`src/rtl/ddr_rw_app_if.sv`:
```
// ddr_rw_app_if: memory-controller application-port bundle.
//   Command channel : app_cmd, app_addr, app_en  -> / <- app_rdy
//   Write-data path : app_wdf_data, app_wdf_mask, app_wdf_wren, app_wdf_end -> / <- app_wdf_rdy
//   Read return     : <- app_rd_data, app_rd_data_valid
// master = user-side engine (drives commands/write data), slave = controller.
interface ddr_rw_app_if #(
    parameter int ADDR_W = 28,
    parameter int DATA_W = 128
);
    logic [2:0]          app_cmd;
    logic [ADDR_W-1:0]   app_addr;
    logic                app_en;
    logic                app_rdy;
    logic [DATA_W-1:0]   app_wdf_data;
    logic [DATA_W/8-1:0] app_wdf_mask;
    logic                app_wdf_wren;
    logic                app_wdf_end;
    logic                app_wdf_rdy;
    logic [DATA_W-1:0]   app_rd_data;
    logic                app_rd_data_valid;

    modport master (
        output app_cmd, app_addr, app_en, app_wdf_data, app_wdf_mask,
               app_wdf_wren, app_wdf_end,
        input  app_rdy, app_wdf_rdy, app_rd_data, app_rd_data_valid
    );

    modport slave (
        input  app_cmd, app_addr, app_en, app_wdf_data, app_wdf_mask,
               app_wdf_wren, app_wdf_end,
        output app_rdy, app_wdf_rdy, app_rd_data, app_rd_data_valid
    );
endinterface

```
`src/rtl/ddr_rw_app.sv`:
```
// ddr_rw_app: issues bl back-to-back burst commands to a DDR controller app
// port in write or read mode. Command and write-data paths are handshaked
// independently; read returns are forwarded with one cycle of latency and
// the number of outstanding read commands is capped at MAX_OUTST.
// Ports:
//   clk, rst            clock, synchronous active-high reset
//   en, wr_rd, bl, addr start pulse (IDLE only), direction, burst count, start address
//   dat_i, dat_req      show-ahead write data, consumed when dat_req=1
//   rd_dat, rd_vld      registered read data to the user
//   done, busy, err     completion pulse, in-progress flag, abort pulse
//   app                 controller application port (ddr_rw_app_if.master)
// Optional: define TIMEOUT_EN to add a stall watchdog (TIMEOUT_CYC cycles)
// that aborts with an err pulse; otherwise err is tied 0.
module ddr_rw_app #(
    parameter int ADDR_W      = 28,
    parameter int DATA_W      = 128,
    parameter int BURST_L     = 8,
    parameter int BL_W        = 8,
    parameter int MAX_OUTST   = 16,
    parameter int TIMEOUT_CYC = 1024
) (
    input  logic              clk,
    input  logic              rst,
    input  logic              en,
    input  logic              wr_rd,
    input  logic [BL_W-1:0]   bl,
    input  logic [ADDR_W-1:0] addr,
    input  logic [DATA_W-1:0] dat_i,
    output logic              dat_req,
    output logic [DATA_W-1:0] rd_dat,
    output logic              rd_vld,
    output logic              done,
    output logic              busy,
    output logic              err,
    ddr_rw_app_if.master      app
);

    if (MAX_OUTST < 1 || MAX_OUTST > (1 << BL_W) - 1 || TIMEOUT_CYC < 1) begin : g_param_check
        $error("ddr_rw_app: MAX_OUTST or TIMEOUT_CYC out of range");
    end

    localparam logic [BL_W-1:0]   MAX_O = BL_W'(MAX_OUTST);
    localparam logic [ADDR_W-1:0] STEP  = ADDR_W'(BURST_L);

    typedef enum logic [2:0] {
        IDLE = 3'b001,
        WR   = 3'b010,
        RD   = 3'b100
    } state_t;

    state_t              state_q;
    logic [BL_W-1:0]     bl_q;
    logic [ADDR_W-1:0]   addr_q;
    logic [BL_W-1:0]     cmd_cnt_q, dat_cnt_q, ret_cnt_q;
    logic [BL_W-1:0]     cmd_cnt_d, dat_cnt_d, ret_cnt_d;
    logic [2:0]          app_cmd_q;
    logic [DATA_W-1:0]   rd_dat_q;
    logic                rd_vld_q, done_q, busy_q, err_q;

    logic                is_wr, is_rd, cmd_room;
    logic [BL_W-1:0]     outst;
    logic                app_en_w, wren_w;
    logic                cmd_hs, dat_hs, ret_hs;
    logic                wr_fin, rd_fin;
    logic                wd_fire;

    always_comb begin
        is_wr     = (state_q == WR);
        is_rd     = (state_q == RD);
        cmd_room  = (cmd_cnt_q < bl_q);
        // cmd_cnt never trails ret_cnt, so the modular difference is exact
        outst     = cmd_cnt_q - ret_cnt_q;
        app_en_w  = (is_wr & cmd_room) | (is_rd & cmd_room & (outst < MAX_O));
        wren_w    = is_wr & (dat_cnt_q < bl_q);
        cmd_hs    = app_en_w & app.app_rdy;
        dat_hs    = wren_w & app.app_wdf_rdy;
        ret_hs    = is_rd & app.app_rd_data_valid;
        cmd_cnt_d = cmd_cnt_q + BL_W'(cmd_hs);
        dat_cnt_d = dat_cnt_q + BL_W'(dat_hs);
        ret_cnt_d = ret_cnt_q + BL_W'(ret_hs);
        // look at post-handshake counts so a same-cycle final cmd+data finishes
        wr_fin    = is_wr & (cmd_cnt_d == bl_q) & (dat_cnt_d == bl_q);
        rd_fin    = is_rd & (ret_cnt_d == bl_q);
    end

`ifdef TIMEOUT_EN
    localparam int WD_W = $clog2(TIMEOUT_CYC + 1);
    logic [WD_W-1:0] wdog_q, wdog_d;

    always_comb begin
        if (state_q == IDLE || cmd_hs || dat_hs || ret_hs) begin
            wdog_d = '0;
        end else begin
            wdog_d = wdog_q + 1'b1;
        end
        wd_fire = (wdog_d == WD_W'(TIMEOUT_CYC));
    end

    always_ff @(posedge clk) begin
        if (rst || wd_fire) begin
            wdog_q <= '0;
        end else begin
            wdog_q <= wdog_d;
        end
    end
`else
    assign wd_fire = 1'b0;
`endif

    always_ff @(posedge clk) begin
        if (rst) begin
            state_q   <= IDLE;
            bl_q      <= '0;
            addr_q    <= '0;
            cmd_cnt_q <= '0;
            dat_cnt_q <= '0;
            ret_cnt_q <= '0;
            app_cmd_q <= '0;
            rd_dat_q  <= '0;
            rd_vld_q  <= 1'b0;
            done_q    <= 1'b0;
            busy_q    <= 1'b0;
            err_q     <= 1'b0;
        end else begin
            done_q   <= 1'b0;
            err_q    <= 1'b0;
            rd_vld_q <= ret_hs;
            if (ret_hs) begin
                rd_dat_q <= app.app_rd_data;
            end
            // busy covers the done/err cycle, then drops (unless restarted)
            if (done_q || err_q) begin
                busy_q <= 1'b0;
            end
            case (state_q)
                IDLE: begin
                    if (en) begin
                        bl_q      <= (bl == '0) ? BL_W'(1) : bl;
                        addr_q    <= addr;
                        app_cmd_q <= wr_rd ? 3'b000 : 3'b001;
                        cmd_cnt_q <= '0;
                        dat_cnt_q <= '0;
                        ret_cnt_q <= '0;
                        busy_q    <= 1'b1;
                        state_q   <= wr_rd ? WR : RD;
                    end
                end
                WR: begin
                    cmd_cnt_q <= cmd_cnt_d;
                    dat_cnt_q <= dat_cnt_d;
                    if (wr_fin) begin
                        state_q <= IDLE;
                        done_q  <= 1'b1;
                    end else if (wd_fire) begin
                        state_q <= IDLE;
                        err_q   <= 1'b1;
                    end
                end
                RD: begin
                    cmd_cnt_q <= cmd_cnt_d;
                    ret_cnt_q <= ret_cnt_d;
                    if (rd_fin) begin
                        state_q <= IDLE;
                        done_q  <= 1'b1;
                    end else if (wd_fire) begin
                        state_q <= IDLE;
                        err_q   <= 1'b1;
                    end
                end
                default: state_q <= IDLE;
            endcase
        end
    end

    assign app.app_cmd      = app_cmd_q;
    assign app.app_addr     = addr_q + ADDR_W'(cmd_cnt_q) * STEP;
    assign app.app_en       = app_en_w;
    assign app.app_wdf_data = dat_i;
    assign app.app_wdf_mask = '0;
    assign app.app_wdf_wren = wren_w;
    assign app.app_wdf_end  = wren_w;

    assign dat_req = dat_hs;
    assign rd_dat  = rd_dat_q;
    assign rd_vld  = rd_vld_q;
    assign done    = done_q;
    assign busy    = busy_q;
    assign err     = err_q;

endmodule

```
`src/flat_wrapper.sv`:
```
// flat-port wrapper written by rule: the top's interface ports become plain ports
module ddr_rw_app_flat 
#(
    parameter int ADDR_W      = 28,
    parameter int DATA_W      = 128,
    parameter int BURST_L     = 8,
    parameter int BL_W        = 8,
    parameter int MAX_OUTST   = 16,
    parameter int TIMEOUT_CYC = 1024
)
  (clk, rst, en, wr_rd, bl, addr, dat_i, dat_req, rd_dat, rd_vld, done, busy, err, app_app_cmd, app_app_addr, app_app_en, app_app_wdf_data, app_app_wdf_mask, app_app_wdf_wren, app_app_wdf_end, app_app_rdy, app_app_wdf_rdy, app_app_rd_data, app_app_rd_data_valid);
  ddr_rw_app_if #(.ADDR_W(ADDR_W), .DATA_W(DATA_W)) app_i ();
  input  logic clk;
  input  logic rst;
  input  logic en;
  input  logic wr_rd;
  input  logic [BL_W-1:0] bl;
  input  logic [ADDR_W-1:0] addr;
  input  logic [DATA_W-1:0] dat_i;
  output logic dat_req;
  output logic [DATA_W-1:0] rd_dat;
  output logic rd_vld;
  output logic done;
  output logic busy;
  output logic err;
  output wire logic [$bits(app_i.app_cmd)-1:0] app_app_cmd;
  output wire logic [$bits(app_i.app_addr)-1:0] app_app_addr;
  output wire logic [$bits(app_i.app_en)-1:0] app_app_en;
  output wire logic [$bits(app_i.app_wdf_data)-1:0] app_app_wdf_data;
  output wire logic [$bits(app_i.app_wdf_mask)-1:0] app_app_wdf_mask;
  output wire logic [$bits(app_i.app_wdf_wren)-1:0] app_app_wdf_wren;
  output wire logic [$bits(app_i.app_wdf_end)-1:0] app_app_wdf_end;
  input wire logic [$bits(app_i.app_rdy)-1:0] app_app_rdy;
  input wire logic [$bits(app_i.app_wdf_rdy)-1:0] app_app_wdf_rdy;
  input wire logic [$bits(app_i.app_rd_data)-1:0] app_app_rd_data;
  input wire logic [$bits(app_i.app_rd_data_valid)-1:0] app_app_rd_data_valid;
  assign app_app_cmd = app_i.app_cmd;
  assign app_app_addr = app_i.app_addr;
  assign app_app_en = app_i.app_en;
  assign app_app_wdf_data = app_i.app_wdf_data;
  assign app_app_wdf_mask = app_i.app_wdf_mask;
  assign app_app_wdf_wren = app_i.app_wdf_wren;
  assign app_app_wdf_end = app_i.app_wdf_end;
  assign app_i.app_rdy = app_app_rdy;
  assign app_i.app_wdf_rdy = app_app_wdf_rdy;
  assign app_i.app_rd_data = app_app_rd_data;
  assign app_i.app_rd_data_valid = app_app_rd_data_valid;
  ddr_rw_app #(.ADDR_W(ADDR_W), .DATA_W(DATA_W), .BURST_L(BURST_L), .BL_W(BL_W), .MAX_OUTST(MAX_OUTST), .TIMEOUT_CYC(TIMEOUT_CYC)) u_core (.clk(clk), .rst(rst), .en(en), .wr_rd(wr_rd), .bl(bl), .addr(addr), .dat_i(dat_i), .dat_req(dat_req), .rd_dat(rd_dat), .rd_vld(rd_vld), .done(done), .busy(busy), .err(err), .app(app_i));
endmodule
```
`config.mk`:
```
export PLATFORM = sky130hd
export DESIGN_NAME = ddr_rw_app_flat
export DESIGN_NICKNAME = d
export VERILOG_FILES = /design/src/rtl/ddr_rw_app_if.sv /design/src/rtl/ddr_rw_app.sv /design/src/flat_wrapper.sv
export SDC_FILE = /design/constraint.sdc
export NUM_CORES = 1
export LEC_CHECK = 0
export ABC_CLOCK_PERIOD_IN_PS = 9900
export BUFFER_PORTS_ARGS = -buffer_cell sky130_fd_sc_hd__buf_2
export CAP_MARGIN = 20
export CORE_AREA = 2 2 235 237
export DETAILED_ROUTE_END_ITERATION = 6
export DIE_AREA = 0 0 237 239
export SKIP_CTS_REPAIR_TIMING = 1
export SKIP_LAST_GASP = 1
export SLEW_MARGIN = 20
export SYNTH_ARGS = -nofsm -noshare
export SYNTH_HDL_FRONTEND = slang
export SYNTH_SLANG_ARGS = --single-unit
```
`constraint.sdc`:
```
create_clock -name clk -period 9.9 [get_ports clk]
set_clock_uncertainty 0.15 [all_clocks]
set_input_delay 0.495 -clock clk [delete_from_list [all_inputs] [get_ports clk]]
set_output_delay 0.495 -clock clk [all_outputs]
set_load 0.02 [all_outputs]
```
==> results.json <==
{
  "status": "completed",
  "synth-main-ff-cell": "dfxtp_1",
  "slew_headroom": 0.3706,
  "cts_buffers": 17,
  "achievable-frequency_mhz": 223.8,
  "required_ps": 10060,
  "clk_latency_ps": 470,
  "path_max_fanout": 52,
  "powerDensity_nw_per_um2": 145.4,
  "postRouteAntennaNets": 0,
  "via_count": 8777,
  "syn_area_per_cell_um2": 7.627,
  "switching_share": 0.2799,
  "root_buffer": "clkbuf_16",
  "tightestPinTransition_ps": 944.1,
  "antenna_found_initial": 9,
  "synthArstFlopShare": 0,
  "synth_area_leaders": "dfxtp_1, nand2_1, buf_4",
  "layout-drive-gt1-share": 0.2602,
  "die-height_um": 239,
  "fp.dieW_um": 237,
  "grt_pass1_wl_um": 46980,
  "yosysUniqueCellTypes": 52,
  "overflow": 0,
  "h-tree-depth": 4,
  "max_cap_violations": 0,
  "cp_slowest_cell": "inv_4",
  "period_needed_ps": 4467,
  "synth_common_cells": "nand2_1, a21oi_1, dfxtp_1",
  "area_growth_pct": 19.40,
  "io_pins": 610,
  "synth_top_cell_by_area": "dfxtp_1",
  "switching_power_mw": 0.4752,
  "synth_xor_area_frac": 0.04120,
  "worstPathCellList": "nor2_1 > and2_1 > nand2_4 > inv_4 > ha_1 > ha_1 > nand3_1 > nor3_1 > xnor2_1 > nand2_1 > nor4b_1 > nand2b_1 > a21oi_1",
  "synth-edff-count": 0,
  "dr.first_iter.drc_count": 480,
  "r2r-start": "u_core.state_q[1]$_SDFFE_PP0P_",
  "hold_slack_ps": 87.84,
  "rrSetupSlack_ps": 5430,
  "ys_ff_latch": 195,
  "wirelength_um": 31430,
  "post_synth_fa_ha_maj_area_fraction": 0.04555,
  "drc": 0,
  "setup-tns-final_ps": 0,
  "cts_tree": "built",
  "worstSetupEndpoint": "u_core.state_q[2]$_SDFFE_PP0P_",
  "synthMostInstantiatedCell": "nand2_1",
  "io_buffer_count": 334,
  "synth_area_um2": 9778,
  "final.period_utilization": 0.4513,
  "rr_worst_depth": 13,
  "hold_violations": 0,
  "power_frac_clock": 0.426,
  "p_int_mw": 1.223,
  "grt_max_degree": 112,
  "ir_drop_mv": 0.1370,
  "ys_seq_area_frac": 0.3992,
  "crit_type": "reg2reg",
  "first_global_vias": 8218,
  "clk_pin_slew_worst_paths_ps": 80,
  "dr.pass1.iters": 5,
  "cts_sinks": 195,
  "clockBufferDepth": 2,
  "hp-class": "in2reg",
  "yosys_warnings": 0,
  "cpMostUsedCell": "ha_1",
  "setup-violations-final": 0,
  "crit_path_start": "u_core.state_q[1]$_SDFFE_PP0P_",
  "fp.coreArea_um2": 54340,
  "synth-simple-area-share": 0.2136,
  "synth_top_area_share": 0.3992,
  "rows": 86,
  "p_comb_frac": 0.094,
  "cp_slowest_stage_delay_ps": 630,
  "start_util": 0.1799,
  "maxSlewViolCount": 0,
  "via_per_inst": 4.065,
  "synth_top_family_by_area": "simple AND/OR/NAND/NOR gates",
  "seq_power_share": 0.479,
  "grt_use_total": 0.1088,
  "synth_compound_area_frac": 0.1477,
  "dieArea_um2": 56640,
  "cp-end-kind": "register",
  "n_fill_cell": 6124,
  "rsz0062_at_grt": "no",
  "start_kind": "register",
  "gp_congestion": 0.8339,
  "muxShareOfSynthArea": 0.001024,
  "p_leak_nw": 4.967,
  "wl_per_cell_um": 14.56,
  "arrival_ps": 4630,
  "dpl.hpwl_um": 23340,
  "syn_inst": 1282,
  "worst_r2r_endpoint": "u_core.state_q[2]$_SDFFE_PP0P_",
  "nNetsFinal": 1774
}
## power groups by stage
stage | combinational (mW) | clock (mW) | sequential [mW]
2_1_floorplan | 0.172 | 0 | 0.831
3_3_place_gp | 0.162 | 0 | 0.832
3_5_place_dp | 0.162 | 0 | 0.832
4_1_cts | 0.163 | 0.765 | 0.814
5_1_grt | 0.178 | 0.784 | 0.816
6_report | 0.160 | 0.724 | 0.814
## metrics by stage
stage | utilization | area (µm²) | instances | worst slack [ps] | power [mW]
final | 0.2149 | 11670 | 2159 | 5433 | 1.698
after global routing | 0.2148 | 11670 | 2157 | 5024 | 1.778
after CTS | 0.2148 | 11670 | 2157 | 5332 | 1.741
after detailed placement | 0.2038 | 11070 | 2125 | 5371 | 0.9940
after global placement | 0.2038 | 11070 | 2125 | 5377 | 0.9940
after floorplan | - | 9846 | 1300 | 6159 | 1.003
## cells in the final DEF (no fill, tap or decap), types with 13 or more instances in the layout
cell / count
buf_2: 333
xor2_1: 18
o21ai_0: 25
clkbuf_16: 17
nor2_1: 47
xnor2_1: 28
a21o_1: 13
inv_1: 21
ha_1: 34
nand3_1: 26
nor3_1: 15
a21oi_1: 195
nand2_1: 361
dfxtp_1: 195
conb_1: 19
## cell families after synthesis
logic type,Yosys count
buffers and inverters,240
and+or+nand+nor,500
other,1
adders and majority gates,35
muxes,1
DFF,195
AOI/OAI and AO/OA,264
xor gates and xnor gates,46
## metal layers
layer / share of wire / vias up / track usage
li1: - / 4374 / -
met1: 0.40 / 3957 / 0.1212
met2: 0.46 / 357 / 0.1758
met3: 0.10 / 81 / 0.05242
met4: 0.031 / 8 / 0.04852
met5: 0.0016 / - / 0
## registers in the layout (all words and copies together) (netlist names)
| name | flops |
|---|---|
| u_core.rd_dat | 128 |
| u_core.addr_q | 28 |
| u_core.bl_q | 8 |
| u_core.cmd_cnt_q | 8 |
| u_core.dat_cnt_q | 8 |
| u_core.ret_cnt_q | 8 |
| u_core.state_q | 3 |
| u_core.app.app_cmd | 1 |
| u_core.busy | 1 |
| u_core.done | 1 |
| u_core.rd_vld | 1 |
## cell type report
cell class | count | area [µm²] | share of cell area
multi-input cells | 865 | 4489 | 0.3845
flip-flops and latches | 195 | 3904 | 0.3344
repair buffers | 339 | 1715 | 0.1469
well taps | 704 | 880.8 | 0.07545
clock buffers | 18 | 429.2 | 0.03676
clock inverters | 14 | 166.4 | 0.01425
inverters | 22 | 85.08 | 0.007288
diodes | 2 | 5.005 | 0.0004287
## critical path: cells and delay by family (launching register included)
kind | cells | cell delay (ps)
buffers and inverters | 1 | 630
and+or+nand+nor | 8 | 2280
AOI/OAI and AO/OA | 1 | 80
adders and majority gates | 2 | 590
DFF | 1 | 370
xor gates and xnor gates | 1 | 160
## worst min path at each step
stage                                         from                              to  slack [ps]  cells past startpoint
global route                   app_app_rd_data[46]  u_core.rd_dat[46]$_SDFFE_PP0P_          60                      3
finish                         app_app_rd_data[30]  u_core.rd_dat[30]$_SDFFE_PP0P_          90                      3
global placement    u_core.rd_dat[52]$_SDFFE_PP0P_  u_core.rd_dat[52]$_SDFFE_PP0P_         290                      2
detailed placement   u_core.rd_dat[9]$_SDFFE_PP0P_   u_core.rd_dat[9]$_SDFFE_PP0P_         290                      2
floorplan            u_core.addr_q[0]$_SDFFE_PP0P_   u_core.addr_q[0]$_SDFFE_PP0P_         290                      2
CTS                            app_app_rd_data[30]  u_core.rd_dat[30]$_SDFFE_PP0P_          40                      3
Power figures use the tool's default switching activity.
